File: config.mk
export PLATFORM = sky130hd
export DESIGN_NAME = vga_timing_gen
export DESIGN_NICKNAME = d
export VERILOG_FILES = /design/src/rtl/vga_timing_gen.sv
export SDC_FILE = /design/constraint.sdc
export NUM_CORES = 1
export LEC_CHECK = 0
export ABC_AREA = 1
export CAP_MARGIN = 0
export CORE_UTILIZATION = 45
export DETAILED_ROUTE_END_ITERATION = 8
export MAX_ROUTING_LAYER = met4
export PLACE_DENSITY = 0.71
export SYNTH_ARGS = -nofsm -noshare
export SYNTH_HDL_FRONTEND = slang
export SYNTH_SLANG_ARGS = --single-unit
File: constraint.sdc
create_clock -name vga_clk -period 4.98 [get_ports vga_clk]
set_input_delay 0.498 -clock vga_clk [delete_from_list [all_inputs] [get_ports vga_clk]]
set_output_delay 0.498 -clock vga_clk [all_outputs]
set_load 0.02 [all_outputs]
File: src/rtl/vga_timing_gen.sv
// VGA raster generator: pixel/line counters, registered sync and blank, a pix_en-gated delay line
// for the sync/blank copies, and a frame tick plus frame counter for animation sequencing.
module vga_timing_gen #(
  parameter int unsigned H_ACTIVE = 640,
  parameter int unsigned H_FP     = 16,
  parameter int unsigned H_SYNC   = 96,
  parameter int unsigned H_BP     = 48,
  parameter int unsigned V_ACTIVE = 480,
  parameter int unsigned V_FP     = 10,
  parameter int unsigned V_SYNC   = 2,
  parameter int unsigned V_BP     = 33,
  parameter int unsigned PIPE_DLY = 1
) (
  input  logic        vga_clk,
  input  logic        reset_n,
  input  logic        pix_en,
  output logic [9:0]  DrawX,
  output logic [9:0]  DrawY,
  output logic        blank,
  output logic        hs,
  output logic        vs,
  output logic        hs_d,
  output logic        vs_d,
  output logic        blank_d,
  output logic        frame_start,
  output logic [15:0] frame_cnt
);

  localparam int unsigned HTotal = H_ACTIVE + H_FP + H_SYNC + H_BP;
  localparam int unsigned VTotal = V_ACTIVE + V_FP + V_SYNC + V_BP;

  localparam logic [9:0]  HLast   = 10'(HTotal - 1);
  localparam logic [9:0]  VLast   = 10'(VTotal - 1);
  // 11-bit bounds so an edge that lands exactly on 1024 does not alias to 0
  localparam logic [10:0] HActive = 11'(H_ACTIVE);
  localparam logic [10:0] HsStart = 11'(H_ACTIVE + H_FP);
  localparam logic [10:0] HsEnd   = 11'(H_ACTIVE + H_FP + H_SYNC);
  localparam logic [10:0] VActive = 11'(V_ACTIVE);
  localparam logic [10:0] VsStart = 11'(V_ACTIVE + V_FP);
  localparam logic [10:0] VsEnd   = 11'(V_ACTIVE + V_FP + V_SYNC);

  if (HTotal > 1024 || VTotal > 1024) begin : g_bad_totals
    $error("vga_timing_gen: H or V total exceeds the 10-bit counter range");
  end
  if (PIPE_DLY > 7) begin : g_bad_dly
    $error("vga_timing_gen: PIPE_DLY must be in 0..7");
  end

  logic [9:0]  x_q, x_d;
  logic [9:0]  y_q, y_d;
  logic        hsync_q, hsync_d;
  logic        vsync_q, vsync_d;
  logic        active_q, active_d;
  logic        frame_start_q, frame_start_d;
  logic [15:0] frame_cnt_q, frame_cnt_d;

  always_comb begin
    x_d           = x_q;
    y_d           = y_q;
    frame_start_d = 1'b0;
    frame_cnt_d   = frame_cnt_q;
    if (pix_en) begin
      if (x_q == HLast) begin
        x_d = '0;
        if (y_q == VLast) begin
          y_d           = '0;
          frame_start_d = 1'b1;
          frame_cnt_d   = frame_cnt_q + 16'd1;
        end else begin
          y_d = y_q + 10'd1;
        end
      end else begin
        x_d = x_q + 10'd1;
      end
    end
    // Decoded from the next counts so the flags line up with the coordinates they describe
    hsync_d  = !(({1'b0, x_d} >= HsStart) && ({1'b0, x_d} < HsEnd));
    vsync_d  = !(({1'b0, y_d} >= VsStart) && ({1'b0, y_d} < VsEnd));
    active_d = ({1'b0, x_d} < HActive) && ({1'b0, y_d} < VActive);
  end

  always_ff @(posedge vga_clk or negedge reset_n) begin
    if (!reset_n) begin
      x_q           <= '0;
      y_q           <= '0;
      hsync_q       <= 1'b1;
      vsync_q       <= 1'b1;
      active_q      <= 1'b1;
      frame_start_q <= 1'b0;
      frame_cnt_q   <= '0;
    end else begin
      x_q           <= x_d;
      y_q           <= y_d;
      hsync_q       <= hsync_d;
      vsync_q       <= vsync_d;
      active_q      <= active_d;
      frame_start_q <= frame_start_d;
      frame_cnt_q   <= frame_cnt_d;
    end
  end

  assign DrawX       = x_q;
  assign DrawY       = y_q;
  assign hs          = hsync_q;
  assign vs          = vsync_q;
  assign blank       = active_q;
  assign frame_start = frame_start_q;
  assign frame_cnt   = frame_cnt_q;

  if (PIPE_DLY == 0) begin : g_no_dly
    assign hs_d    = hsync_q;
    assign vs_d    = vsync_q;
    assign blank_d = active_q;
  end else begin : g_dly
    // Each stage holds {hs, vs, blank}; stages reset to "sync idle, not visible"
    logic [2:0] dly_q [PIPE_DLY];

    always_ff @(posedge vga_clk or negedge reset_n) begin
      if (!reset_n) begin
        for (int i = 0; i < int'(PIPE_DLY); i++) begin
          dly_q[i] <= 3'b110;
        end
      end else if (pix_en) begin
        dly_q[0] <= {hsync_q, vsync_q, active_q};
        for (int i = 1; i < int'(PIPE_DLY); i++) begin
          dly_q[i] <= dly_q[i-1];
        end
      end
    end

    assign {hs_d, vs_d, blank_d} = dly_q[PIPE_DLY-1];
  end

endmodule

### Yosys cells after proc, flatten, opt, wreduce, memory -nomap -nowiden

Cells that the tools add are included.

| word-level totals | value |
|---|---|
| flip-flop bits (word level) | 43 |
| input bits | 3 |
| word-level logic and storage cells | 33 |

| cells by class | value |
|---|---|
| add/sub/neg operators | 3 |
| magnitude comparators | 6 |
| eq/ne operators | 2 |
| multiplexer cells | 8 |
| reduce and logical (&&, ||, !) cells | 6 |

Operators by type and width:

| cell | number |
|---|---|
| 2-to-1 mux 10 bit | 5 |
| adder 10 x 1 -> 10 bit, second input constant | 2 |
| == test 10 bit, second input constant | 2 |
| < comparator 10 bit, second input constant | 2 |
| < comparator 10 x 9 -> 1 bit, second input constant | 2 |
| adder 16 x 1 -> 16 bit, second input constant | 1 |
| >= comparator 10 bit, second input constant | 1 |
| >= comparator 10 x 9 -> 1 bit, second input constant | 1 |
| logical AND 1 bit | 3 |
| 2-to-1 mux 1 bit | 3 |
| AND reduction 3 bit | 1 |
| zero test 1 bit | 2 |

### Depth between registers and ports, before layout

| depth | value |
|---|---|
| depth after elaboration | 7 |
| gate-level depth with buffers | 12 |

### Worst setup path before layout

No wires, ideal clock.

| timing path | value |
|---|---|
| kind | flip-flop to flip-flop |
| start | register x_q[0], in the netlist DrawX[0] |
| end | register frame_cnt_q[9], in the netlist frame_cnt[9] |
| library setup time | 0.117 ns |
| data arrival time | 1.700 ns |
| data required time | 4.863 ns |
| slack | 3.163 ns |
| stages on the path, launching flop included | 13 |
| period minus slack after synthesis | 1.817 ns |
| path through | dfrtp_1 > ha_1 > inv_1 > nor2_2 > nand3_4 > nor2_8 > nand2_4 > nor2_8 > nand4_4 > nor2_4 > nand2_1 > nand2_1 > nand2_1 |

| on the way | value |
|---|---|
| word-level cells in the longest chain between the ends | 2 |

RTL lines:

| item | RTL line | source |
|---|---|---|
| start, declared | 49 | `logic [9:0] x_q, x_d;` |
| start signal, assigned | 84 | `x_q <= '0;` |
| start signal, assigned | 92 | `x_q <= x_d;` |
| == test 10 bit | 63 | `if (x_q == HLast) begin` |
| AND reduction 3 bit (no line) | n/a |  |
| end signal, assigned | 98 | `frame_cnt_q <= frame_cnt_d;` |
| end, declared | 55 | `logic [15:0] frame_cnt_q, frame_cnt_d;` |

No other way between the ends.
A chain may end at the register's enable or synchronous reset.

### Worst setup path after layout

| timing path | value |
|---|---|
| start | input pix_en |
| end | register hsync_q, in the netlist hs |

| on the way | value |
|---|---|
| word-level cells in the longest chain between the ends | 4 |
| elaborated cells between the ends (all ways) | 5 |
| those cells by class | order compare: 2; mux: 1; reduce/logical: 2 |

RTL lines:

| item | RTL line | source |
|---|---|---|
| start, declared | 16 | `input logic pix_en,` |
| 2-to-1 mux 10 bit (*) | 62 | `if (pix_en) begin` |
| named net x_d[8] | 49 |  |
| >= comparator 10 bit or < comparator 10 bit (tied branches) | 77 | `hsync_d = !(({1'b0, x_d} >= HsStart) && ({1'b0, x_d} < HsEnd));` |
| logical AND 1 bit (*) | 77 |  |
| zero test 1 bit (*) | 77 |  |
| named net hsync_d | 51 | `logic hsync_q, hsync_d;` |
| end signal, assigned | 94 | `hsync_q <= hsync_d;` |
| end, declared | 51 |  |

The timed path passes the listed nets; every way through them passes the cells marked *.

==> results.ini <==
[drt]
drtAntennaViolNets=0
routed_wl_um=5070
wire_per_inst_um=12.2
drt_iter0_markers=123
vias_per_cell=4.82
vias=2001
first_pass_iters=4
drc_errors=0

[setup_path]
crit_family=buffers and inverters
worst_setup_path_start_kind=input port
reg2reg_depth=12
crit_slowest_cell=clkdlybuf4s50_1
path_class=input port to register
critPathMaxFanout=22
path_cells=clkdlybuf4s50_1, nand2_1, nor2_1, nand4_1, or2_0, nand3_1, inv_1, nor2_1, nand4_1
crit_required_ns=5.19
path_depth=9
cp-end-kind=register
worst-path-buf-inv=2
arrival_ns=2.66
slowest_delay_ns=1.02

[placed_design]
placed_cells_incl_taps=407
port_buffers=45
placed_area_mm2=0.00295
dp_hpwl_um=3800
finalWeightedCongestion=0.936

[sta]
setup_viol=0
min_period_over_period=0.492
drv_slew=0
slew_headroom=0.368
hold_viol_final=0
setup-tns-final_ns=0
worstMarginPinSlew_ns=0.949
rsz0062_at_grt=no
fmax_ghz=0.408
fin_crit_ns=2.45
finClkSkew_ns=0.0111

[power]
p_leak_nw=1.46
powerDensity_mw_per_mm2=267
max-vdd-ir-drop_mv=0.173

[yosys]
ys_types=31
synthCells=295
avgSynthCellArea_um2=8.28
syn-num-nets=302
syn_area_mm2=0.00244
yosysSeqAreaShare=0.443
yosysWarnings=0
ys_seq_elements=43

[final_layout]
multi_input_area_mm2=0.00117
finalInstanceArea_mm2=0.00303
num-nets-final=351
syn2layout_area_growth_pct=24.2
regArea_mm2=0.00108
finalNonFillerCells=415
diodes=0
layout-drive-gt1-share=0.119
fillers=468

[global_route]
grt_overflow_total=0
grt_util_met1=0.267
use_met3=0.0450
grt_max_degree=44
grt_pass1_wl_um=8250
grt_usage=0.200
first_global_vias=1761
antenna_found_initial=0
grt_use_met2=0.305
busiest_layer=met2

[clocking]
cts.sinks=43
cts_resized=0
htreeDepth=2
post_cts_buffers=0
insertion_delay_ns=0.30
cts_buffers=5
ctsHoldBuffers=0
root_buffer=clkbuf_8
clkTransAtPathRegs_ns=0.07
cts_tree=built
cts_max_path_buffers=2

[worst_hold_path]
hold_path_class=input port to async pin

[floorplanning]
die_w_um=75.7
die_h_um=75.7
start_util=0.472
core_mm2=0.00517
die_area_mm2=0.00573
io_pins=46
row_count=26

[status]
status=completed

[run]
cap_violations=0

flip-flops by register name, summed over array words and instances (netlist names):
register     cells
hs               1
g_dly.dly_q      3
blank            1
DrawY           10
frame_start      1
frame_cnt       16
vs               1
DrawX           10
final cells by class:
cell class | instances | area share
flip-flops and latches | 43 | 0.357
inverters | 46 | 0.0569
clock buffers | 8 | 0.0264
multi-input cells | 203 | 0.384
repair buffers | 45 | 0.147
well taps | 70 | 0.0289
Yosys cell counts (all sizes together):
cell | count | area (µm²)
a21oi | 6 | 30.0
buf | 3 | 21.3
clkinv | 1 | 3.75
dfrtp | 38 | 951
dfstp | 5 | 131
ha | 4 | 50.1
inv | 45 | 169
nand2 | 83 | 327
nand3 | 20 | 123
nand3b | 3 | 22.5
nand4 | 17 | 136
nor2 | 37 | 221
nor3 | 2 | 21.3
nor3b | 1 | 12.5
nor4 | 3 | 18.8
o21ai | 8 | 40.0
or2 | 1 | 6.26
xnor2 | 8 | 70.1
xor2 | 10 | 87.6
kinds of logic after synthesis:
| family | after synthesis | synth area share |
|---|---|---|
| compound gates | 14 | 0.0287 |
| xor+xnor | 18 | 0.0645 |
| buf+inv | 49 | 0.0794 |
| flops | 43 | 0.443 |
| simple gates | 167 | 0.364 |
| fa+ha+maj | 4 | 0.0205 |
power breakdown:
part           internal, mW  leakage (nW)  switching [mW]
clock                0.0998        0.0395           0.114
combinational        0.0762         0.909           0.106
sequential            0.375         0.511          0.0402
worst register-to-register path: cells and delay by family, from the launching register on:
family	cells	cell delay, ns
adder cells (fa/ha/maj)	1	0.22
buffers and inverters	1	0.07
AND/OR/NAND/NOR	10	1.21
flip-flops	1	0.43
placed cells by master, fill, tap and decap left out:
master and n:
clkbuf_1 3, xnor2_1 8, nor3_4 1, nor2_4 5
nand4_1 15, ha_1 4, clkbuf_8 5, nor2_2 5
nor3b_2 1, nand4_4 2, nand2_1 79, dfrtp_1 38
or2_0 1, dfstp_2 5, nor2_8 2, nand3_1 17
inv_1 38, a21oi_1 6, nand3b_1 3, clkdlybuf4s50_1 44
nand3_4 1, nor3_1 1, nand3_2 2, nand2_2 3
o21ai_1 2, nand2_4 1, clkinv_1 1, inv_2 7
xor2_1 10, buf_2 1, nor2_1 25, nor4_1 3
o21ai_0 6
layer usage:
layer / part of all wire / vias up
met3: 0.058 / 6
met2: 0.45 / 56
met4: 0.011 / 0
met5: 0 / -
li1: - / 1028
met1: 0.47 / 911
worst paths after layout:
check | start | endpoint | slack, ns
setup / recovery | pix_en | hs | 2.53
hold / removal | reset_n | DrawX[2] | 0.35
setup reg to reg | DrawX[0] | frame_cnt[9] | 2.95
hold reg to reg | g_dly.dly_q[2] | g_dly.dly_q[2] | 0.46
max in group asynchronous | reset_n | frame_cnt[15] | 4.04
min in group vga_clk | g_dly.dly_q[2] | g_dly.dly_q[2] | 0.46
per-stage QoR:
step | total power, mW | hold WS [ns] | worst slack [ns] | utilization
finish | 0.811 | 0.349 | 2.53 | 0.587
global route | 0.858 | 0.417 | 2.32 | 0.587
CTS | 0.822 | 0.379 | 2.53 | 0.587
detailed placement | 0.605 | 0.453 | 2.22 | 0.571
global placement | 0.604 | 0.451 | 2.31 | 0.571
floorplan | 0.527 | 0.202 | 3.16 | -
Note: power is estimated with default switching activity, not from simulation.
